## src/rtl/spi_fifo_bridge.sv

```systemverilog
// spi_fifo_bridge: host TX/RX byte FIFOs around a byte transceiver,
// with a throttled feeder FSM and a collector FSM.
module spi_fifo_bridge_fifo #(
  parameter int WIDTH = 8,
  parameter int DEPTH = 8,
  localparam int AW = $clog2(DEPTH)
) (
  input  logic             clk,
  input  logic             rst_n,
  input  logic             flush,
  input  logic             push,
  input  logic             pop,
  input  logic [WIDTH-1:0] wdata,
  output logic [WIDTH-1:0] rdata,
  output logic             empty,
  output logic             full,
  output logic [AW:0]      count
);
  logic [WIDTH-1:0] mem [DEPTH];
  logic [AW-1:0]    wp;
  logic [AW-1:0]    rp;
  logic             push_ok;
  logic             pop_ok;

  assign empty   = (count == '0);
  assign full    = (count == (AW+1)'(DEPTH));
  assign push_ok = push && !full;
  assign pop_ok  = pop && !empty;
  assign rdata   = mem[rp];

  always_ff @(posedge clk)
    if (push_ok && !flush)
      mem[wp] <= wdata;

  always_ff @(posedge clk or negedge rst_n) begin
    if (!rst_n) begin
      wp    <= '0;
      rp    <= '0;
      count <= '0;
    end else if (flush) begin
      wp    <= '0;
      rp    <= '0;
      count <= '0;
    end else begin
      if (push_ok)
        wp <= wp + 1'b1;
      if (pop_ok)
        rp <= rp + 1'b1;
      unique case ({push_ok, pop_ok})
        2'b10:   count <= count + 1'b1;
        2'b01:   count <= count - 1'b1;
        default: ;
      endcase
    end
  end
endmodule

module spi_fifo_bridge #(
  parameter int WIDTH = 8,
  parameter int DEPTH = 8,
  localparam int AW = $clog2(DEPTH)
) (
  input  logic             clk,
  input  logic             rst_n,
  input  logic [WIDTH-1:0] host_wdata,
  input  logic             host_we,
  output logic             tx_full,
  output logic [AW:0]      tx_count,
  output logic [WIDTH-1:0] host_rdata,
  input  logic             host_re,
  output logic             rx_empty,
  output logic [AW:0]      rx_count,
  input  logic             flush,
  input  logic             rx_discard,
  input  logic             flag_clr,
  output logic             tx_ovf,
  output logic             rx_udf,
  output logic             busy,
  output logic [WIDTH-1:0] xcv_tx_data,
  output logic             xcv_wr_en,
  input  logic             xcv_tx_not_empty,
  input  logic [WIDTH-1:0] xcv_rx_data,
  output logic             xcv_read,
  input  logic             xcv_rx_not_empty
);
  typedef enum logic [1:0] {F_IDLE, F_ISSUE, F_GUARD} f_state_t;
  typedef enum logic [1:0] {C_IDLE, C_READ, C_GUARD} c_state_t;

  f_state_t         f_state;
  c_state_t         c_state;
  logic [2:0]       in_flight;
  logic [WIDTH-1:0] tx_head;
  logic             tx_empty;
  logic             tx_pop;
  logic             rx_full;
  logic             rx_push;
  logic             can_issue;

  assign tx_pop  = (f_state == F_ISSUE);
  assign rx_push = (c_state == C_READ) && !rx_discard && !rx_full;

  // Never issue more bytes than the RX FIFO can still absorb.
  assign can_issue = !tx_empty && !xcv_tx_not_empty &&
    (rx_discard || ((int'(rx_count) + int'(in_flight)) < DEPTH));

  assign busy = !tx_empty || (in_flight != '0) ||
    (f_state != F_IDLE) || (c_state != C_IDLE);

  spi_fifo_bridge_fifo #(.WIDTH(WIDTH), .DEPTH(DEPTH)) u_tx (
    .clk(clk), .rst_n(rst_n), .flush(flush),
    .push(host_we), .pop(tx_pop), .wdata(host_wdata),
    .rdata(tx_head), .empty(tx_empty), .full(tx_full),
    .count(tx_count)
  );

  spi_fifo_bridge_fifo #(.WIDTH(WIDTH), .DEPTH(DEPTH)) u_rx (
    .clk(clk), .rst_n(rst_n), .flush(flush),
    .push(rx_push), .pop(host_re), .wdata(xcv_rx_data),
    .rdata(host_rdata), .empty(rx_empty), .full(rx_full),
    .count(rx_count)
  );

  always_ff @(posedge clk or negedge rst_n) begin
    if (!rst_n) begin
      f_state     <= F_IDLE;
      xcv_wr_en   <= 1'b0;
      xcv_tx_data <= '0;
    end else begin
      xcv_wr_en <= 1'b0;
      unique case (f_state)
        F_IDLE: if (can_issue) begin
          f_state     <= F_ISSUE;
          xcv_wr_en   <= 1'b1;
          xcv_tx_data <= tx_head;
        end
        F_ISSUE: f_state <= F_GUARD;
        F_GUARD: f_state <= F_IDLE;
        default: f_state <= F_IDLE;
      endcase
    end
  end

  always_ff @(posedge clk or negedge rst_n) begin
    if (!rst_n) begin
      c_state  <= C_IDLE;
      xcv_read <= 1'b0;
    end else begin
      xcv_read <= 1'b0;
      unique case (c_state)
        C_IDLE: if (xcv_rx_not_empty) begin
          c_state  <= C_READ;
          xcv_read <= 1'b1;
        end
        C_READ:  c_state <= C_GUARD;
        C_GUARD: c_state <= C_IDLE;
        default: c_state <= C_IDLE;
      endcase
    end
  end

  always_ff @(posedge clk or negedge rst_n) begin
    if (!rst_n) begin
      in_flight <= '0;
    end else begin
      unique case ({xcv_wr_en, xcv_read})
        2'b10:   in_flight <= in_flight + 3'd1;
        2'b01:   in_flight <= in_flight - 3'd1;
        default: ;
      endcase
    end
  end

  always_ff @(posedge clk or negedge rst_n) begin
    if (!rst_n) begin
      tx_ovf <= 1'b0;
      rx_udf <= 1'b0;
    end else begin
      tx_ovf <= (host_we && tx_full) || (tx_ovf && !flag_clr);
      rx_udf <= (host_re && rx_empty) || (rx_udf && !flag_clr);
    end
  end
endmodule

```

## config.mk

```make
export PLATFORM = sky130hd
export DESIGN_NAME = spi_fifo_bridge
export DESIGN_NICKNAME = d
export VERILOG_FILES = /design/src/rtl/spi_fifo_bridge.sv
export SDC_FILE = /design/constraint.sdc
export NUM_CORES = 1
export LEC_CHECK = 0
export BUFFER_PORTS_ARGS = -buffer_cell sky130_fd_sc_hd__buf_2
export CAP_MARGIN = 20
export CORE_MARGIN = 10
export CORE_UTILIZATION = 51
export DETAILED_ROUTE_END_ITERATION = 12
export PLACE_DENSITY = 0.72
export SLEW_MARGIN = 20
export SYNTH_ARGS = -nofsm -noshare
export SYNTH_HDL_FRONTEND = slang
export SYNTH_HIERARCHICAL = 1
export SYNTH_SLANG_ARGS = --single-unit
```

## constraint.sdc

```tcl
create_clock -name clk -period 3.2 [get_ports clk]
set_clock_uncertainty 0.2 [all_clocks]
set_input_delay 0.16 -clock clk [delete_from_list [all_inputs] [get_ports clk]]
set_output_delay 0.16 -clock clk [all_outputs]
set_load 0.01 [all_outputs]
```

==> results of run 1 <==
-- worst paths after layout --
kind / cells after the start / slack, ps / startpoint / to
min reg2reg: 1 / 270 / c_state[0] / xcv_read
max: 7 / 200 / u_tx/count[1] / u_tx/count[3]
max reg2reg: 7 / 200 / u_tx/count[1] / u_tx/count[3]
min: 2 / 30 / rx_discard / f_state[0]
max in group asynchronous: 2 / 2040 / rst_n / xcv_wr_en
min in group asynchronous: 2 / 210 / rst_n / rx_udf
-- critical path, delay by kind of cell, from the launching register on --
kind | cells | cell delay, ps
compound gates | 3 | 600
flops | 1 | 490
fa+ha+maj | 1 | 310
simple gates | 3 | 1300
-- layer usage --
metal / part of all wire / up-vias / global-route usage / wire, um
li1: - / 1896 / - / -
met1: 0.43 / 2089 / 0.1926 / 6471
met2: 0.52 / 96 / 0.2685 / 7868
met3: 0.041 / 17 / 0.04661 / 619
met4: 0.014 / 0 / 0.05380 / 218
met5: 0 / - / 0 / 0
-- report_power, final --
group          internal (mW)  switching, mW
clock                   1.33          0.804
sequential              2.52          0.209
combinational          0.886          0.949
total                   4.74           1.96
-- state kept, by name, indices dropped and copies added, names as in the netlist, 4 cells and up --
register and flops:
u_rx/count 4, u_tx/mem 64, u_tx/count 4, u_rx/mem 64, xcv_tx_data 8
-- synthesized netlist by cell type (3+ instances only) --
library cell,instances
a211oi_1,3
a21oi_1,4
buf_2,5
buf_6,5
clkbuf_1,8
dfrtp_1,39
edfxtp_1,128
fa_1,3
ha_1,11
inv_1,18
mux2_2,24
mux2i_1,9
mux4_2,32
nand2_1,17
nand2b_1,5
nand3_1,5
nand4_1,9
nor2_1,34
nor2b_1,3
nor3_1,8
nor3b_1,3
nor4_1,4
o21ai_0,3
o311ai_1,9
xnor2_1,7
xor2_1,8
-- logic make-up after synthesis --
kind of cell             Yosys count
flip-flops                       167
multiplexers                      65
AND/OR/NAND/NOR                  104
XOR/XNOR                          15
adder cells (fa/ha/maj)           14
AO/OA/AOI/OAI                     32
buffers and inverters             39
-- cell type report --
cell class | count | area share
inverters | 18 | 0.007729
diodes | 1 | 0.0002862
well taps | 180 | 0.02576
multi-input cells | 230 | 0.2629
clock inverters | 11 | 0.01975
repair buffers | 103 | 0.08072
clock buffers | 21 | 0.05152
flip-flops and latches | 167 | 0.5513
-- per-stage QoR --
stage / worst slack, ps / std cells / total power [mW]
after floorplan: 82.95 / 436 / 4.031
after detailed placement: 272.2 / 675 / 4.582
after CTS: 243.1 / 730 / 6.759
after global routing: 52.03 / 731 / 7.036
final: 196.4 / 731 / 6.700
after global placement: 427.4 / 675 / 4.511
-- what timing repair did --
item	in CTS	in global routing
hold buffers	23	0
endpoints found under the hold margin	183	0
gates resized for setup	0	0
==> metrics.cfg, run 1 <==
[run_status]
status=finished clean

[drt]
routed_via_density=5.606
first_pass_iters=4
ant_nets=0
wl_per_cell_um=20.76
drt_iter0_drc=305
remaining_drc_errors=0
wl_um=15180
num_vias=4098

[clocking]
root_buffer=clkbuf_16
clock_sinks=167
path_clk_slew_ps=60
post_cts_buffers=0
cts_tree=yes
worstSkewPairLatency_ps=420
cts_buffer_depth=2
htree_num_levels=4
cts_buffers=17

[finish]
multi_input_area_sq_um=2298
layout_commonest_cell=edfxtp_1
fillers=998
drive_gt1_frac=0.3273
final_core_util=0.6274
seqCellArea_sq_um=4820
final_cell_mix=128 x edfxtp_1, 55 x buf_2, 39 x dfrtp_1, 34 x nor2_1, 32 x mux4_2
syn_to_final_growth_pct=19.64
layout.nets=576
fin_area_sq_um=8742

[floorplan]
rows=43
die_y_um=139.7
initial_core_util=0.5244
die_area_sq_um=19510
dieWidth_um=139.7
coreArea_sq_um=13930
ios=56

[timing]
fmax_ghz=0.3329
setup_tns_ps=0
finalCritPeriodShare=0.9386
hold_violations=0
timing.slew.headroom=0.3426
slew_viol_final=0
rsz0062_at_grt=no
tightest_slew_ps=982.5
fin_crit_ps=3004
setup_viol=0
hold_ws_ps=28.15

[synth]
synth.area.mux_share=0.1479
synth.top_cell.area_share=0.5260
synth_edf_count=128
syn_avg_cell_area_sq_um=16.76
yosysTopAreaCell=edfxtp_1
synth_compound_area_frac=0.04127
synthesis.nets=475
ys.flop_type=edfxtp_1
synth_xor_area_frac=0.01798
synth_area_leaders=edfxtp_1 53%, dfrtp_1 13%, mux4_2 9.9%
ys_ff_latch=167
synthCells=436
seq_area_frac_synth=0.6596
yosys_warnings=6
yosys.area_share.simple=0.07962
synthAdderAreaFrac=0.02705
synth_cell_types=51
async_flop_share=0.2335
synth_top_family_by_area=multiplexers
synth_area_sq_um=7307

[worst_setup_path]
criticalPathCategory=reg2reg
end_kind=register
cp.required_ps=3320
slowest_delay_ps=650
critPathLaunchType=register
slowest_stage=or4b_4
cp_cell_sequence=or4b_4 -> a21oi_4 -> ha_1 -> a21oi_1 -> nand2_1 -> or4b_1 -> o311ai_1
arrival_ps=3120
path_max_fanout=9

[grt]
grt_overflow=0
grt_pass1_wl_um=24320
antenna_found_initial=1
grtUsageTotal=0.1599
grt_max_degree=40
grt_pass1_vias=4425

[place]
postPlaceCellArea_sq_um=7886
place_congestion=0.8010
dp_hpwl_um=9682
port-buffer-count=55

[power]
cellLeakagePower_nw=3.248
vdd_drop_max_v=0.0005262
power_density_nw_per_um2=766.4

[job]
cap_viol_max_count=0

[worst_hold_path]
hp-class=in2reg

(Power assumes the default switching activity.)
==> run 2: changes to the inputs <==
--- a/config.mk
+++ b/config.mk
@@ -7,10 +7,10 @@
 export LEC_CHECK = 0
 export BUFFER_PORTS_ARGS = -buffer_cell sky130_fd_sc_hd__buf_2
 export CAP_MARGIN = 20
-export CORE_MARGIN = 10
 export CORE_UTILIZATION = 51
 export DETAILED_ROUTE_END_ITERATION = 12
 export PLACE_DENSITY = 0.72
+export RECOVER_POWER = 25
 export SLEW_MARGIN = 20
 export SYNTH_ARGS = -nofsm -noshare
 export SYNTH_HDL_FRONTEND = slang
==> metrics.cfg, run 2 (synthesized netlist as in run 1, its figures left out) <==
[run_status]
status=finished clean

[worst_hold_path]
holdCritStartpoint=rx_discard
hp-class=in2reg
holdPathStages=2
holdPathEnd=xcv_wr_en

[place]
dp_hpwl_um=8783
postPlaceCellArea_sq_um=7881
placedCellCount=676
place_congestion=0.8093
port-buffer-count=55

[grt]
grt_pass1_wl_um=21800
antenna_found_initial=0
grt_max_degree=40
grtUsageTotal=0.2023
grt_pass1_vias=4046
grt_overflow=0

[finish]
seqCellArea_sq_um=4820
fin_area_sq_um=8697
instances_no_fill=731
syn_to_final_growth_pct=19.02
n_antenna_cell=0
fillers=982
drive_gt1_frac=0.3103
final_cell_mix=128 x edfxtp_1, 43 x buf_2, 39 x dfrtp_1, 34 x nor2_1, 32 x mux4_2
top_regs=u_rx/mem: 64 flops, u_tx/mem: 64 flops, xcv_tx_data: 8 flops
layout_commonest_cell=edfxtp_1
layout.nets=577
multi_input_area_sq_um=2298

[worst_setup_path]
timing.reg2reg.setup_slack_ps=270
slowest_delay_ps=650
cp_top_family=simple AND/OR/NAND/NOR gates
r2r_cells=7
end_kind=register
timing.rr.end=u_tx/count[3]
criticalPathCategory=reg2reg
arrival_ps=3040
crit-reg2reg-launch=u_tx/count[1]
path_max_fanout=9
cp_cell_sequence=or4b_4 -> a21oi_4 -> ha_1 -> a21oi_1 -> nand2_1 -> or4b_1 -> o311ai_1
cp.required_ps=3310
critPathLaunchType=register
slowest_stage=or4b_4
path_buf_inv=0

[floorplan]
initial_core_util=0.5244
coreArea_sq_um=13930
rows=43
die_area_sq_um=14810
die_y_um=121.7
ios=56
dieWidth_um=121.7

[timing]
fmax_ghz=0.3418
finalCritPeriodShare=0.9142
hold_violations=0
slew_viol_final=0
fin_crit_ps=2925
setup_viol=0
rsz0062_at_grt=no
tightest_slew_ps=904.3
timing.slew.headroom=0.3971
setup_tns_ps=0

[power]
power_mw=6.576
vdd_drop_max_v=0.0004229
power_density_nw_per_um2=756.2
cellLeakagePower_nw=3.208

[drt]
wl_um=13780
first_pass_iters=4
ant_nets=0
wl_per_cell_um=18.85
drt_iter0_drc=239
remaining_drc_errors=0
routed_via_density=5.620
num_vias=4108

[clocking]
root_buffer=clkbuf_16
worstSkewPairLatency_ps=420
cts_buffer_depth=2
cts.repair.resized=0
cts_buffers=17
htree_num_levels=4
path_clk_slew_ps=60
post_cts_buffers=0
cts_tree=yes
cts_hold_buffers=23
clock_sinks=167

[job]
cap_viol_max_count=0

-- run 2: cell count changes in the layout (fill, tap and decap cells not counted), sizes merged --
| cell | delta |
|---|---|
| inv | +2 |
| clkinvlp | +1 |
| clkbuf | +9 |
| clkinv | +1 |
| diode | -1 |
| buf | -11 |
| bufinv | -1 |
-- run 2: power by group --
group / internal (mW) / switching (mW) / leakage [nW]
Sequential: 2.52 / 0.172 / 1.65
Clock: 1.23 / 0.822 / 0.283
Combinational: 0.875 / 0.954 / 1.27
-- run 2: area by class of cell --
cell class,instances,area share
tap,180,0.02590
inverter,18,0.007769
clock inverter,14,0.01971
sequential,167,0.5542
timing repair buffer,104,0.07884
multi-input combinational,230,0.2643
clock buffer,18,0.04935
-- run 2: worst max-delay path by stage --
stage	start	endpoint	cells after the start
3_5_place_dp	u_tx/count[1]	u_tx/count[3]	7
4_1_cts	u_tx/count[1]	u_tx/count[3]	7
3_3_place_gp	u_tx/count[1]	u_tx/count[3]	7
6_report	u_tx/count[1]	u_tx/count[3]	7
2_1_floorplan	u_rx/count[1]	u_rx/count[3]	11
5_1_grt	u_tx/count[1]	u_tx/count[3]	7
-- run 2: worst register-to-register path: cells and delay by family, from the launching register on --
family / cells / cell delay, ps
simple gates: 3 / 1250
compound gates: 3 / 570
fa+ha+maj: 1 / 300
flops: 1 / 490
-- run 2: per-stage QoR --
step / setup slack, ps / hold slack (ps) / utilization
final: 274.6 / 11.31 / 0.6241
after global routing: 124.2 / 31.85 / 0.6241
after CTS: 299.3 / 3.735 / 0.6252
after detailed placement: 309.1 / 150.4 / 0.5656
after global placement: 426.1 / 138.7 / 0.5656
after floorplan: 82.95 / -335.6 / -
-- run 2: layer usage --
metal	up-vias	wire, um	global-route usage
met5	-	0	0
met4	0	151	0.06867
met3	13	621	0.04635
met2	102	6901	0.3228
met1	2102	6107	0.2753
li1	1891	-	-
